**config.mk**
```make
export PLATFORM = sky130hd
export DESIGN_NAME = timer_mmio
export DESIGN_NICKNAME = d
export VERILOG_FILES = /design/src/rtl/timer_mmio.sv
export SDC_FILE = /design/constraint.sdc
export NUM_CORES = 1
export LEC_CHECK = 0
export BUFFER_PORTS_ARGS = -buffer_cell sky130_fd_sc_hd__buf_2
export CORE_MARGIN = 2
export CORE_UTILIZATION = 63
export CTS_CLUSTER_DIAMETER = 30
export DETAILED_ROUTE_END_ITERATION = 8
export HOLD_SLACK_MARGIN = 0.03
export PLACE_DENSITY_LB_ADDON = 0.12
export SLEW_MARGIN = 20
export SYNTH_ARGS = -nofsm -noshare
export SYNTH_HDL_FRONTEND = slang
export SYNTH_SLANG_ARGS = --single-unit
```
**constraint.sdc**
```tcl
create_clock -name clk -period 3.7 [get_ports clk]
set_input_delay 0.74 -clock clk [delete_from_list [all_inputs] [get_ports clk]]
set_output_delay 0.74 -clock clk [all_outputs]
set_load 0.02 [all_outputs]
```
**src/rtl/timer_mmio.sv**
```systemverilog
// Memory-mapped 8-bit down-counting timer with a prescaler, sticky expiry flag,
// one-cycle tick pulse and a level interrupt; registers at BASE_ADDR..BASE_ADDR+7.
module timer_mmio #(
  parameter logic [7:0]  BASE_ADDR  = 8'h20,
  parameter int unsigned data_width = 8
) (
  input  logic                  clk,
  input  logic                  rst,
  input  logic [7:0]            addr,
  input  logic [data_width-1:0] din,
  input  logic                  write_en,
  output logic [data_width-1:0] dout,
  output logic                  o_tick,
  output logic                  o_irq
);

  typedef enum logic [1:0] {
    S_IDLE = 2'd0,
    S_RUN  = 2'd1,
    S_DONE = 2'd2
  } state_e;

  localparam logic [2:0] OFF_CTRL     = 3'd0;
  localparam logic [2:0] OFF_RELOAD   = 3'd1;
  localparam logic [2:0] OFF_COUNT    = 3'd2;
  localparam logic [2:0] OFF_STATUS   = 3'd3;
  localparam logic [2:0] OFF_PRESCALE = 3'd4;

  state_e                state_q, state_d;
  logic                  auto_q, auto_d;
  logic                  irq_en_q, irq_en_d;
  logic                  flag_q, flag_d;
  logic                  tick_q, tick_d;
  logic [data_width-1:0] reload_q, reload_d;
  logic [data_width-1:0] count_q, count_d;
  logic [data_width-1:0] prescale_q, prescale_d;
  logic [data_width-1:0] pcnt_q, pcnt_d;
  logic [data_width-1:0] dout_q, dout_d;

  logic       sel;
  logic       wr;
  logic [2:0] off;
  logic       pre_tick;
  logic       expiry;

  always_comb begin
    sel        = (addr[7:3] == BASE_ADDR[7:3]);
    wr         = write_en && sel;
    off        = addr[2:0];
    state_d    = state_q;
    auto_d     = auto_q;
    irq_en_d   = irq_en_q;
    flag_d     = flag_q;
    reload_d   = reload_q;
    count_d    = count_q;
    prescale_d = prescale_q;
    pcnt_d     = pcnt_q;
    expiry     = 1'b0;
    pre_tick   = (state_q == S_RUN) && (pcnt_q == prescale_q);

    if (state_q == S_RUN) begin
      pcnt_d = pre_tick ? '0 : pcnt_q + data_width'(1);
      if (pre_tick) begin
        if (count_q != '0) begin
          count_d = count_q - data_width'(1);
        end else begin
          expiry = 1'b1;
          if (auto_q) count_d = reload_q;
          else        state_d = S_DONE;
        end
      end
    end

    // Bus writes are applied after the counting update so that they win any
    // same-cycle conflict; the expiry side effects (flag, tick) still happen.
    if (wr) begin
      case (off)
        OFF_CTRL: begin
          auto_d   = din[1];
          irq_en_d = din[2];
          if (din[0]) begin
            state_d = S_RUN;
            count_d = reload_q;
            pcnt_d  = '0;
          end else begin
            state_d = S_IDLE;
            count_d = count_q;
            pcnt_d  = pcnt_q;
          end
        end
        OFF_RELOAD:   reload_d = din;
        OFF_COUNT: begin
          count_d = din;
          pcnt_d  = '0;
        end
        OFF_STATUS:   if (din[0]) flag_d = 1'b0;
        OFF_PRESCALE: prescale_d = din;
        default: ;
      endcase
    end

    if (expiry) flag_d = 1'b1;
    tick_d = expiry;

    dout_d = '0;
    if (sel) begin
      case (off)
        OFF_CTRL:     dout_d = {{(data_width-3){1'b0}}, irq_en_q, auto_q, state_q == S_RUN};
        OFF_RELOAD:   dout_d = reload_q;
        OFF_COUNT:    dout_d = count_q;
        OFF_STATUS:   dout_d = {{(data_width-1){1'b0}}, flag_q};
        OFF_PRESCALE: dout_d = prescale_q;
        default:      dout_d = '0;
      endcase
    end
  end

  always_ff @(posedge clk or negedge rst) begin
    if (!rst) begin
      state_q    <= S_IDLE;
      auto_q     <= 1'b0;
      irq_en_q   <= 1'b0;
      flag_q     <= 1'b0;
      tick_q     <= 1'b0;
      reload_q   <= '0;
      count_q    <= '0;
      prescale_q <= '0;
      pcnt_q     <= '0;
      dout_q     <= '0;
    end else begin
      state_q    <= state_d;
      auto_q     <= auto_d;
      irq_en_q   <= irq_en_d;
      flag_q     <= flag_d;
      tick_q     <= tick_d;
      reload_q   <= reload_d;
      count_q    <= count_d;
      prescale_q <= prescale_d;
      pcnt_q     <= pcnt_d;
      dout_q     <= dout_d;
    end
  end

  assign dout   = dout_q;
  assign o_tick = tick_q;
  assign o_irq  = flag_q & irq_en_q;

endmodule

```
; ---- Yosys cells after proc, flatten, opt, wreduce, memory -nomap -nowiden
; Cells that the tools add are included.
[op_classes]
addsub = 2
mul = 0
div = 0
n_lt_le_gt_ge = 0
eq_ne = 8
n_shift = 0
mux = 28
bitwise_logic = 1
n_reduce_logical = 11
[op_table]
columns = cell, n
row1 = $mux W8, 11
row2 = $pmux W8 S5, 1
row3 = $pmux W8 S2, 2
row4 = $mux W2, 6
row5 = $add A8 B1 Y8 const B, 1
row6 = $eq A8 B8 Y1, 1
row7 = $mux W1, 8
row8 = $reduce_bool A8 Y1, 1
row9 = $sub A8 B1 Y8 const B, 1
row10 = $eq A3 B2 Y1 const B, 2
row11 = $reduce_and A2 Y1, 3
row12 = $reduce_bool A2 Y1, 3
row13 = $eq A5 B3 Y1 const B, 1
row14 = $eq A3 B1 Y1 const B, 1
row15 = $eq A3 B3 Y1 const B, 1
row16 = $logic_not A3 Y1, 1
row17 = $ne A3 B3 Y1 const B, 1
row18 = $reduce_and A3 Y1, 1
row19 = $eq A2 B1 Y1 const B, 1
row20 = $logic_and A1 B1 Y1, 2
row21 = $and A1 B1 Y1, 1
[word_totals]
ff_bits = 46
latchBits = 0
ram_bits = 0
romBits = 0
out_inout_bits = 10
wordCells = 60
n_memories = 0

; ---- Depth between registers and ports, before layout
; Gate-level depths: netlist of the first run.
[logic_depth]
word_depth = 6
depth_mapped = 7
ltp_nobuf = 7

; ---- Worst setup path before layout of the first run
; Ideal clock, no wire load.
[synth_timing]
path_type = input -> register
from = in addr[0]
to = reg count_q[6]
t_arrival_ns = 2.107
t_required_ns = 3.574
path_slack_ns = 1.467
path_stages = 6
path_buffers = 2
cell_sequence = buf_2 -> nor2_1 -> and4_1 -> clkbuf_1 -> o21ai_1 -> a221o_1
[synth_via]
elab_chain_len = 3
[synth_lines]
columns = element, line
row1 = start: declaration, 9  ; input logic [7:0] addr,
row2 = $eq A3 B2 Y1 or $logic_not A3 Y1 (tied branches), 77  ; case (off)
row3 = $pmux W8 S2, 77
row4 = $mux W8, 76  ; if (wr) begin
row5 = end signal: assignment, 137  ; count_q <= count_d;
row6 = end: declaration, 35  ; logic [data_width-1:0] count_q, count_d;
; Several ways; a longest one is shown, not always the timed one.
; A chain may end at the register's enable or synchronous reset.

; ---- Worst setup path in the final report of the first run
[layout_timing]
from = reg count_q[0]
to = reg count_q[0]
[layout_via]
elab_chain_len = 6
[layout_lines]
columns = element, line
row1 = $sub A8 B1 Y8 (tied with other cells), 65  ; count_d = count_q - data_width'(1);
row2 = $mux W8, 64  ; if (count_q != '0) begin
row3 = $mux W8, 63  ; if (pre_tick) begin
row4 = $mux W8 *, 61  ; if (state_q == S_RUN) begin
row5 = $pmux W8 S2, 77
row6 = $mux W8 *, 76
; Every way passes the cells marked *; elsewhere a longest branch is shown, timed or not.

==> impl_metrics.toml, run 1 <==
[yosys]
synth-edff-count = 0
ys_warn_count = 0
syn-cell-area_um2 = 2670
synth_nets = 298
yosys_most_used_dff = "dfrtp_1"
syn_area_per_cell_um2 = 9.63
ys_async_sr_fraction_pct = 100
synthCells = 277
ys_ff_latch = 46
yosys.cell_types.count = 51
seq_area_frac_synth_pct = 43.2

[floorplanning]
design.portCount = 29
dieArea_um2 = 4770
start_util_pct = 66.2
fp-row-count = 23
die_h_um = 69.1
die_w_um = 69.1
core-area_um2 = 4030

[layout]
layout_common_cells = "dfrtp_1, nor2_1, buf_2"
layout-drive-gt1-share_pct = 21.0
n_antenna_cell = 0
syn_to_final_growth_pct = 9.90
nets = 320
final_util_pct = 72.7
final_common_cell = "dfrtp_1"
n_fill_cell = 290

[placed_design]
dpl.hpwl_um = 5150
place.gp.congestion = 0.961
numPortBuffers = 28

[worst_setup_path]
slowest_stage = "nor4b_1"
r2r_slack_ps = 1290
cp_num_buf_inv = 1
cp-end-kind = "flip-flop"
worstSetupPathType = "flip-flop to flip-flop"
ff2ff_path_depth = 7
r2r-start = "count_q[0]"
cp_data_required_time_ps = 3890
path_delay_family = "simple AND/OR/NAND/NOR gates"
crit_fanout = 6
crit_path_start_kind = "flip-flop"
worstPathCellList = "inv_1 > ha_1 > nor4b_1 > nand2_1 > a211oi_1 > a21oi_1 > a221o_1"
reg2reg_to = "count_q[0]"
cp_slowest_stage_delay_ps = 490
cp_data_arrival_time_ps = 2600

[clocking]
cts_buffer_depth = 2
postCtsSetupBuffers = 0
cts_tree = "done"
cts_hold_buf = 0
clock-sinks = 46
htreeDepth = 2
path_clk_slew_ps = 80
insertion_delay_ps = 300
root_buffer = "clkbuf_8"
post_cts_resized = 0
cts_buffers = 5

[power_and_ir_drop]
total_power_mw = 1.19
power_density_nw_per_um2 = 405
vdd_drop_max_mv = 0.288
p_leak_nw = 1.30

[timing]
setup_viol = 0
worst_slew_pin_slew_ps = 765
finalHoldViolations = 0
fin_crit_ps = 2410
rsz0062_at_grt = "false"
finalClockSkew_ps = 4.46
fin_tns_setup_ps = 0
slew_violations = 0
slew_headroom_pct = 48.6
max_freq_mhz = 415
fin_crit_sh_pct = 65.1

[global_route]
grt_pass1_vias = 2306
antenna_found_initial = 0
grt_use_total_pct = 31.1
grt_max_degree = 47
grt_first_pass_wirelength_um = 11800
overflow = 0

[drt]
vias_per_cell = 6.87
firstDrtPassIters = 5
drc = 0
drt_iter0_markers = 505
wl_per_cell_um = 20.0
vias = 2404
route.antenna.remaining_nets = 0
routed_wl_um = 6990

[hold_path]
hp-class = "primary input to asynchronous set/reset pin"

[outcome]
outcome = "finished, final reports clean"

[flow_run]
cap_violations = 0
registers in the layout, indices dropped and copies added, names as in the netlist:
signal,flops
pcnt_q,8
count_q,8
reload_q,8
prescale_q,8
dout,8
state_q,2
irq_en_q,1
auto_q,1
flag_q,1
o_tick,1
stage by stage:
step | hold slack, ps | worst slack, ps | instance area, um2 | cells
after global routing | 489 | 1160 | 2930 | 350
after detailed placement | 498 | 1150 | 2820 | 342
after floorplan | 444 | 1470 | 2670 | 277
after CTS | 516 | 1350 | 2930 | 350
final | 430 | 1290 | 2930 | 350
after global placement | 489 | 1190 | 2820 | 342
power breakdown:
group          total (mW)  internal [mW]  switching [mW]
sequential          0.608          0.543          0.0656
clock               0.372          0.202           0.170
combinational       0.208         0.0938           0.114
total                1.19          0.838           0.350
synthesized netlist by cell type, types with 3 or more instances:
library cell | instances | area [um2]
nor2b_1 | 5 | 31.3
nor2_2 | 3 | 18.8
clkbuf_1 | 9 | 33.8
a31oi_1 | 9 | 56.3
inv_1 | 8 | 30.0
nor3_1 | 5 | 25.0
and3_1 | 3 | 18.8
or4_1 | 4 | 30.0
a22o_1 | 8 | 70.1
mux2i_1 | 8 | 80.1
o22ai_1 | 3 | 18.8
a211oi_1 | 3 | 22.5
nand3_1 | 7 | 35.0
o21ai_0 | 14 | 70.1
a22oi_1 | 12 | 90.1
a21oi_1 | 8 | 40.0
or3_1 | 3 | 18.8
nand2_1 | 16 | 60.1
mux2_2 | 17 | 191
nand4_1 | 3 | 18.8
xor2_1 | 10 | 87.6
nor2_1 | 34 | 128
dfrtp_1 | 46 | 1150
how the worst max path moves through the flow:
stage	startpoint	to	slack, ps	cells after the start
finish	count_q[0]	count_q[0]	1290	7
global route	count_q[0]	count_q[0]	1160	7
CTS	count_q[0]	count_q[0]	1350	7
detailed placement	addr[6]	irq_en_q	1150	5
global placement	addr[6]	reload_q[0]	1190	6
floorplan	addr[0]	count_q[6]	1470	6
logic make-up after synthesis:
logic type | share of synthesized area (%)
buf+inv | 3.05
xor+xnor | 3.61
compound gates | 19.5
fa+ha+maj | 0.938
simple gates | 19.5
flops | 43.2
mux | 10.2
layer usage:
| metal | share of wire [%] | track usage [%] |
|---|---|---|
| met3 | 11 | 5.41 |
| met1 | 42 | 44.6 |
| met5 | 0 | 0 |
| met2 | 45 | 47.4 |
| met4 | 2.9 | 11.1 |
worst register-to-register path: cells and delay by family, from the launching register on:
kind / cells / cell delay (ps)
adder cells (fa/ha/maj): 1 / 280
AO/OA/AOI/OAI: 3 / 660
flip-flops: 1 / 460
buffers and inverters: 1 / 140
AND/OR/NAND/NOR: 2 / 760
layout make-up:
cell class	count	area [um2]	share of cell area, %
Tap cell	50	62.6	2.13
Clock inverter	2	37.5	1.28
Inverter	8	30.0	1.02
Clock buffer	6	72.6	2.48
Timing Repair Buffer	28	143	4.87
Sequential cell	46	1150	39.3
Multi-Input combinational cell	210	1430	48.9
Note: power is estimated with default switching activity, not from simulation.
==> inputs of run 2 (changes only) <==
ABC_AREA = 1   (was default)
CORE_UTILIZATION = 54   (was 63)
clock period = 2.1 ns   (was 3.7 ns; I/O delays follow)
==> run 2 against run 1 <==
  * Die area up 30%
  * Non-clock buffer count up 4
  * Worst hold slack worse by 330 ps
  * Synthesized cell count up 56%
  * Cell count up 54%
  * Largest cell class unchanged
==> impl_metrics.toml, run 2 <==
[worst_setup_path]
cp_data_required_time_ps = 2290
worstPathCellList = "inv_1 > ha_1 > nand2_1 > nor2_2 > inv_1 > nand2_1 > nand2_1 > inv_1 > nand2_1 > nand2_1 > a21oi_1"
worstSetupPathType = "flip-flop to flip-flop"
cp-end-kind = "flip-flop"
cp_num_buf_inv = 3
cp_data_arrival_time_ps = 1870
cp_slowest_stage_delay_ps = 430
path_delay_family = "simple AND/OR/NAND/NOR gates"
crit_top_cell = "nand2_1"
crit_cells = 11
crit_fanout = 5
slowest_stage = "dfrtp_1"
crit_path_start_kind = "flip-flop"
ff2ff_path_depth = 11

[yosys]
yosys_most_used_dff = "dfrtp_1"
synth_nets = 453
synth_top_cells_by_area = "dfrtp_1, nand2_1, inv_1"
seq_area_frac_synth_pct = 38.1
synth_top_area_share_pct = 38.1
ys_warn_count = 0
syn-cell-area_um2 = 3020
synth-edff-count = 0
synth_top_area_cell = "dfrtp_1"
yosys.cell_types.count = 31
synth_common_cells = "nand2_1, inv_1, dfrtp_1, nor2_1, nand3_1"
ys_ff_latch = 46
ys_async_sr_fraction_pct = 100
synthCells = 432
syn_area_per_cell_um2 = 6.99
yosysMostFrequentCell = "nand2_1"

[clocking]
clock-sinks = 46
cts_hold_buf = 0
post_cts_resized = 0
cts_buffer_depth = 2
htreeDepth = 2
insertion_delay_ps = 310
postCtsSetupBuffers = 0
cts_tree = "done"
cts_buffers = 5
path_clk_slew_ps = 100
root_buffer = "clkbuf_8"

[drt]
routed_wl_um = 8580
wl_per_cell_um = 15.9
route.antenna.remaining_nets = 0
drc = 0
vias_per_cell = 5.51
vias = 2972
firstDrtPassIters = 5
drt_iter0_markers = 311

[power_and_ir_drop]
vdd_drop_max_mv = 0.456
power_density_nw_per_um2 = 783
p_leak_nw = 1.78

[global_route]
grt_use_total_pct = 29.5
overflow = 0
grt_pass1_vias = 2750
antenna_found_initial = 0
grt_first_pass_wirelength_um = 13900
grt_max_degree = 25

[timing]
max_freq_mhz = 594
slew_headroom_pct = 61.3
fin_crit_sh_pct = 80.1
finalHoldViolations = 0
setup_viol = 0
rsz0062_at_grt = "false"
fin_tns_setup_ps = 0
worst_slew_pin_slew_ps = 580
finalClockSkew_ps = 11.4
slew_violations = 0
fin_crit_ps = 1680

[layout]
n_fill_cell = 522
n_antenna_cell = 0
final_common_cell = "nand2_1"
nets = 487
stdcell_area_um2 = 3360
layout-drive-gt1-share_pct = 16.9
seq_area_um2 = 1150
layout_common_cells = "nand2_1, inv_1, nor2_1, dfrtp_1, nand3_1"
syn_to_final_growth_pct = 11.3
multiInputGateArea_um2 = 1570

[floorplanning]
dieArea_um2 = 6210
die_h_um = 78.8
core-area_um2 = 5440
die_w_um = 78.8
design.portCount = 29
fp-row-count = 27
start_util_pct = 55.5

[placed_design]
dpl.hpwl_um = 6730
numPortBuffers = 28
placed_cell_area_um2 = 3270
place.gp.congestion = 0.970

[hold_path]
hp-class = "primary input to asynchronous set/reset pin"

[outcome]
outcome = "finished, final reports clean"

[flow_run]
cap_violations = 0
-- run 2: cell count changes after synthesis, moves of 11 or more --
cell,before,now
nand2_1,16,121
inv_1,8,59
nand3_1,7,31
mux2_2,17,0
a22oi_1,12,0
nor2_1,34,46
inv_2,0,11
o21ai_1,2,13
-- run 2: cell type report --
type	count	area share, %
Multi-Input combinational cell	308	46.6
Sequential cell	46	34.2
Inverter	73	8.22
Timing Repair Buffer	32	5.43
Tap cell	72	2.68
Clock buffer	5	2.05
Clock inverter	3	0.744
-- run 2: logic make-up after synthesis --
kind of cell               synth area share (%)
xor gates and xnor gates                   2.32
DFF                                        38.1
buffers and inverters                      9.98
and+or+nand+nor                            36.4
adders and majority gates                 0.828
AOI/OAI and AO/OA                          12.4
-- run 2: through the flow --
step	setup WS (ps)	power (mW)	utilization [%]	std cells	hold slack, ps
after global placement	276	2.05	60.1	531	451
after global routing	236	2.81	61.8	539	134
after CTS	445	2.63	61.8	539	113
after detailed placement	284	2.05	60.1	531	450
final	417	2.63	61.8	539	102
after floorplan	658	1.80	-	432	124
-- run 2: worst paths after layout --
kind / startpoint / to / slack, ps
min: rst / count_q[3] / 100
min reg2reg: reload_q[1] / reload_q[1] / 520
max: count_q[0] / count_q[4] / 420
max reg2reg: count_q[0] / count_q[4] / 420
max in group asynchronous: rst / pcnt_q[2] / 1480
min in group clk: din[1] / auto_q / 350
-- run 2: power breakdown --
group / switching, mW / leakage [nW] / total (mW) / internal, mW
Clock: 0.337 / 0.0447 / 0.578 / 0.241
Sequential: 0.175 / 0.586 / 1.19 / 1.02
Combinational: 0.568 / 1.15 / 0.861 / 0.293
-- run 2: layer usage --
metal | wire length [um] | up-vias | global-route usage [%]
li1 | - | 1435 | -
met1 | 3690 | 1372 | 41.4
met2 | 3940 | 141 | 47.4
met3 | 757 | 24 | 5.34
met4 | 187 | 0 | 7.37
met5 | 0 | - | 0
